**config.mk**
```make
export PLATFORM = sky130hd
export DESIGN_NAME = gpio_apb_regs
export DESIGN_NICKNAME = d
export VERILOG_FILES = /design/src/rtl/gpio_apb_regs.sv
export SDC_FILE = /design/constraint.sdc
export NUM_CORES = 1
export LEC_CHECK = 0
export ABC_AREA = 1
export CELL_PAD_IN_SITES_DETAIL_PLACEMENT = 0
export CELL_PAD_IN_SITES_GLOBAL_PLACEMENT = 1
export CORE_ASPECT_RATIO = 2
export CORE_UTILIZATION = 25
export CTS_CLUSTER_SIZE = 24
export DETAILED_ROUTE_END_ITERATION = 16
export GPL_ROUTABILITY_DRIVEN = 0
export PLACE_DENSITY_LB_ADDON = 0.1
export SLEW_MARGIN = 10
export SYNTH_ARGS = -nofsm -noshare
export SYNTH_HDL_FRONTEND = slang
export SYNTH_SLANG_ARGS = --single-unit
```
**constraint.sdc**
```tcl
create_clock -name PCLK -period 2.95 [get_ports PCLK]
set_clock_uncertainty 0.05 [all_clocks]
set_input_delay 0.59 -clock PCLK [delete_from_list [all_inputs] [get_ports PCLK]]
set_output_delay 0.59 -clock PCLK [all_outputs]
set_load 0.02 [all_outputs]
```
**src/rtl/gpio_apb_regs.sv**
```systemverilog
// APB3 completer register file for the 32-pin GPIO bank: pin direction and
// output configuration, synchronized input readback, and sticky per-pin
// interrupt status with enable masking and a registered level interrupt.
//
// Handshake: a transfer starts with a setup cycle (PSEL=1, PENABLE=0) and then
// enters access (PSEL=1, PENABLE=1). PREADY rises after WAIT_STATES access
// cycles, and the transfer completes on the rising PCLK edge where
// PSEL & PENABLE & PREADY. PSLVERR and PRDATA are only meaningful while
// PREADY=1, and both read 0 at all other times. When PSEL drops before
// completion, the transfer is abandoned and nothing is committed.
module gpio_apb_regs #(
    parameter int WAIT_STATES = 0,
    parameter int ADDR_W      = 8
) (
    input  logic              PCLK,
    input  logic              PRESETn,
    input  logic              PSEL,
    input  logic              PENABLE,
    input  logic              PWRITE,
    input  logic [ADDR_W-1:0] PADDR,
    input  logic [31:0]       PWDATA,
    output logic [31:0]       PRDATA,
    output logic              PREADY,
    output logic              PSLVERR,
    input  logic [31:0]       sync_gpio_in,
    input  logic [31:0]       irq_event,
    output logic [31:0]       gpio_dir,
    output logic [31:0]       gpio_out_reg,
    output logic              irq
);

    typedef enum logic {
        IDLE   = 1'b0,
        ACCESS = 1'b1
    } state_t;

    localparam logic [3:0] WS = 4'(WAIT_STATES);

    // Register indices (PADDR[5:2])
    localparam logic [3:0] IDX_DIR        = 4'd0;
    localparam logic [3:0] IDX_OUT        = 4'd1;
    localparam logic [3:0] IDX_OUT_SET    = 4'd2;
    localparam logic [3:0] IDX_OUT_CLR    = 4'd3;
    localparam logic [3:0] IDX_OUT_TGL    = 4'd4;
    localparam logic [3:0] IDX_IN         = 4'd5;
    localparam logic [3:0] IDX_IRQ_EN     = 4'd6;
    localparam logic [3:0] IDX_IRQ_STATUS = 4'd7;
    localparam logic [3:0] IDX_IRQ_MASKED = 4'd8;

    state_t      state_q, state_d;
    logic [3:0]  cnt_q, cnt_d;
    logic [31:0] dir_q, dir_d;
    logic [31:0] out_q, out_d;
    logic [31:0] en_q, en_d;
    logic [31:0] status_q, status_d;
    logic        irq_q, irq_d;

    logic        setup_phase;
    logic        access_phase;
    logic [3:0]  idx;
    logic        addr_hi_nz;
    logic        unmapped;
    logic        dec_err;
    logic        commit;
    logic [31:0] w1c_mask;
    logic [31:0] rdata_mux;
    logic        unused_paddr_lo;

    // Byte-lane bits are not decoded.
    assign unused_paddr_lo = ^PADDR[1:0];

    assign setup_phase  = PSEL & ~PENABLE;
    assign access_phase = PSEL & PENABLE;
    assign idx          = PADDR[5:2];

    // Address bits above the 64-byte window select nothing, so an access
    // such as 0x40 is reported as unmapped instead of aliasing DIR.
    generate
        if (ADDR_W > 6) begin : g_hi
            assign addr_hi_nz = |PADDR[ADDR_W-1:6];
        end else begin : g_no_hi
            assign addr_hi_nz = 1'b0;
        end
    endgenerate

    assign unmapped = addr_hi_nz | (idx > IDX_IRQ_MASKED);
    assign dec_err  = unmapped |
                      (PWRITE & ((idx == IDX_IN) | (idx == IDX_IRQ_MASKED)));

    assign PREADY  = access_phase & (cnt_q == WS);
    assign PSLVERR = PREADY & dec_err;
    assign commit  = PREADY & PWRITE & ~dec_err;

    // Handshake FSM: track setup/access and count wait states
    always_comb begin
        state_d = state_q;
        cnt_d   = cnt_q;
        case (state_q)
            IDLE: begin
                if (setup_phase) begin
                    state_d = ACCESS;
                    cnt_d   = 4'd0;
                end
            end
            ACCESS: begin
                if (!PSEL) begin
                    // Transfer abandoned before completion.
                    state_d = IDLE;
                    cnt_d   = 4'd0;
                end else if (setup_phase) begin
                    cnt_d = 4'd0;
                end else if (PREADY) begin
                    state_d = IDLE;
                end else if (cnt_q < WS) begin
                    cnt_d = cnt_q + 4'd1;
                end
            end
            default: begin
                state_d = IDLE;
                cnt_d   = 4'd0;
            end
        endcase
    end

    // Read mux over the current register state; gated to 0 unless completing
    always_comb begin
        rdata_mux = 32'd0;
        case (idx)
            IDX_DIR:        rdata_mux = dir_q;
            IDX_OUT:        rdata_mux = out_q;
            IDX_IN:         rdata_mux = sync_gpio_in;
            IDX_IRQ_EN:     rdata_mux = en_q;
            IDX_IRQ_STATUS: rdata_mux = status_q;
            IDX_IRQ_MASKED: rdata_mux = status_q & en_q;
            default:        rdata_mux = 32'd0;
        endcase
        PRDATA = (PREADY && !unmapped) ? rdata_mux : 32'd0;
    end

    // Register updates on the completing edge; events always set status bits
    always_comb begin
        dir_d    = dir_q;
        out_d    = out_q;
        en_d     = en_q;
        w1c_mask = 32'd0;
        if (commit) begin
            case (idx)
                IDX_DIR:        dir_d    = PWDATA;
                IDX_OUT:        out_d    = PWDATA;
                IDX_OUT_SET:    out_d    = out_q | PWDATA;
                IDX_OUT_CLR:    out_d    = out_q & ~PWDATA;
                IDX_OUT_TGL:    out_d    = out_q ^ PWDATA;
                IDX_IRQ_EN:     en_d     = PWDATA;
                IDX_IRQ_STATUS: w1c_mask = PWDATA;
                default:        w1c_mask = 32'd0;
            endcase
        end
        // A new event wins over a simultaneous clear so nothing is lost.
        status_d = (status_q & ~w1c_mask) | irq_event;
        irq_d    = |(status_q & en_q);
    end

    // State and register flops
    always_ff @(posedge PCLK or negedge PRESETn) begin
        if (!PRESETn) begin
            state_q  <= IDLE;
            cnt_q    <= 4'd0;
            dir_q    <= 32'd0;
            out_q    <= 32'd0;
            en_q     <= 32'd0;
            status_q <= 32'd0;
            irq_q    <= 1'b0;
        end else begin
            state_q  <= state_d;
            cnt_q    <= cnt_d;
            dir_q    <= dir_d;
            out_q    <= out_d;
            en_q     <= en_d;
            status_q <= status_d;
            irq_q    <= irq_d;
        end
    end

    assign gpio_dir     = dir_q;
    assign gpio_out_reg = out_q;
    assign irq          = irq_q;

endmodule

```
==> impl_results.md <==
* Run status: finished with violations
* Failing checks: design-rule violations
* Pins Over Slew Limit at 0
* Most frequent cell after synthesis: nand2_1
* Cell Rows at 99
* Final setup vio count at 0
* #FFs+latches synth at 129
* Synth area leaders: dfrtp_1 (35%), nand2_1 (21%), nand3_1 (16%)
* First-pass GRT wire length at 65100 um
* DIE HEIGHT at 273 um
* CTS clk-pin slew, worst paths at 0.06 ns
* CTS tree: yes
* Root buf cell: clkbuf_16
* Seq/Total Area, Yosys at 35.0%
* Period utilisation layout at 94.2%
* Setup TNS at 0 ns
* DR top layer: met4
* Met2 Wirelength at 24000 um
* Syn Area/Cell at 6.48 um2
* Die Span X at 138 um
* Peak VDD IR at 0.000435 V
* Initial antenna violation count at 1
* Slowest CP cell: dlygate4sd2_1
* Main flop type after synthesis: dfrtp_1
* Avg Vias per Cell at 4.81
* LEAKAGE at 0.00676 uW
* DIE AREA at 37700 um2
* Asr flop ratio synth at 100%
* Crit start category: input port
* Worst setup path startpoint: PADDR[2]
* Post-detail-place hpwl at 30300 um
* Synthesized Nets at 1594
* Most instantiated cells after synthesis: nand2_1 (524), nand3_1 (293), nor2_1 (165)
* DR WL/cell at 20.3 um
* Clock sink total at 129
* Worst-path fanout max at 20
* Final #Nets at 1839
* Initial Util at 25.3%
* Core area at 36400 um2
* Detailed-route via count at 10300
* Largest area contributor in the netlist: dfrtp_1
* Worst Path Buf+Inv at 5
* CP cell instances: dlygate4sd2_1 -> buf_4 -> nor2_4 -> buf_4 -> buf_6 -> nand4_1 -> nand3_1 -> nor2_1 -> nor2_1 -> buf_4
* Vias in the first global route at 10600
* Max incr delay on CP at 0.28 ns
* Max-cap viol count at 0
* Io pins at 208
* CP endpoint kind: output pin
* Crit-path leading delay family: buffers and inverters
* Synth top area share at 35.0%
* Top cell by count, worst path: buf_4
* Pre-antenna DRT Iters at 11
* Pwr per Cell Area at 398 nW/um2
* Number of synthesized flops with an enable pin at 0
* Gr ovfl total at 0
* Iter 0 DRT Violations at 505
* DRT Wirelength at 43400 um
* FMAX at 0.360 GHz
* Hold Path Class: input port to async pin
* PortBufs at 205
* Ratio of cells with drive above 1 in the final layout at 11.6%
* Crit path DAT at 2.14 ns
* H-tree levels at 4
* Maximum clock insertion buffer count at 2
* Insertion delay to the later sink of the worst-skew pair at 0.44 ns
* GR Util All Layers at 23.9%
* Final hold violations at 0
* Req. time, crit path at 2.31 ns
* # DRC at 2
* Metal-1 WL at 16800 um
* Post-route minimum period at 2.78 ns
* Yosys cell types at 21
* Largest net degree at the start of global routing at 69
* Worst r2r src: en_q[10]$_DFFE_PN0P_
* Slew HR at 60.8%
* Slew at the pin closest to its max-slew limit at 0.584 ns
* FILL cells at 4013
* Post-layout util at 36.5%
* Final antenna-violating net count at 0
* Met3 routed WL at 1150 um
* Kind of critical path: input port to output pin
* RSZ-0062 raised after global routing: false
* Synth Warn # at 0
* TritonCTS Buffers at 17
* Area growth from synthesis to layout at 44.2%
* Synthesized instance count at 1421
* Synthesized area at 9210 um2
-- where the power goes --
group	leakage [uW]	total, uW	internal [uW]	switching [uW]
Sequential	0.00162	1940	1840	106
Combinational	0.00484	1030	452	581
Clock	0.000299	2310	1450	860
Total	0.00676	5290	3740	1550
-- area by class of cell --
type	count	area, um2	area share, %
clock inverter	10	159	1.20
inverter	107	412	3.10
multi-input combinational	1098	5250	39.5
tap	454	568	4.28
timing repair buffer	313	3210	24.2
antenna	1	2.50	0.0188
sequential	129	3230	24.3
clock buffer	21	460	3.47
-- cells in the final DEF (no fill, tap or decap), drive strengths merged --
cell type      Yosys  layout
a21oi              1       1
a31oi              1       1
and2               1       1
buf               46     141
bufbuf             0       1
bufinv             0       4
clkbuf            41      21
clkdlybuf4s50      0     167
clkinv             0       4
clkinvlp           0       2
dfrtp            129     129
diode              0       1
dlygate4sd2        0       3
dlymetal6s2s       0       1
ha                64      64
inv              107     107
nand2            526     526
nand3            294     294
nand4             37      37
nor2             168     168
nor3               3       3
o21ai              3       3
-- routing by layer --
layer | GRT usage, % | vias up
met2 | 45.5 | 226
met3 | 2.89 | 68
met5 | 0 | -
li1 | - | 5000
met4 | 9.78 | 0
met1 | 25.8 | 4966
-- cells by family after synthesis --
logic type	share of synthesized area, %
AO/OA/AOI/OAI	0.285
adder cells (fa/ha/maj)	8.69
buffers and inverters	8.69
flip-flops	35.0
AND/OR/NAND/NOR	47.3
-- path summary, 6_finish.rpt --
| check | endpoint | slack (ns) | cells past startpoint |
|---|---|---|---|
| max reg2reg | irq$_DFF_PN0_ | 1.36 | 4 |
| max | PRDATA[12] | 0.17 | 10 |
| min in group PCLK | gpio_dir[29]$_DFFE_PN0P_ | 0.45 | 2 |
| max in group asynchronous | gpio_dir[26]$_DFFE_PN0P_ | 2.01 | 2 |
| min | gpio_dir[8]$_DFFE_PN0P_ | 0.03 | 1 |
| min reg2reg | gpio_dir[29]$_DFFE_PN0P_ | 0.45 | 2 |
-- metrics by stage --
stage / hold WS, ns / setup slack, ns / instance area (um2) / std cells / total power [uW]
floorplan: 0.244 / 0.508 / 9210 / 1421 / 2360
global placement: 0.434 / -0.634 / 12500 / 2081 / 2980
detailed placement: 0.438 / -0.629 / 12500 / 2081 / 2990
CTS: 0.0270 / -0.0412 / 13200 / 2124 / 5350
global route: 0.0491 / 0.0607 / 13300 / 2133 / 5520
finish: 0.0310 / 0.172 / 13300 / 2133 / 5290
-- timing repair --
action / in CTS / in global routing
hold buffers: 0 / 0
resized for setup: 158 / 14
setup endpoints to repair: 33 / 32
gates cloned: 5 / 0
pin swaps: 2 / 6
buffers inserted: 7 / 8
No activity file was read; power rests on OpenSTA's default activity.
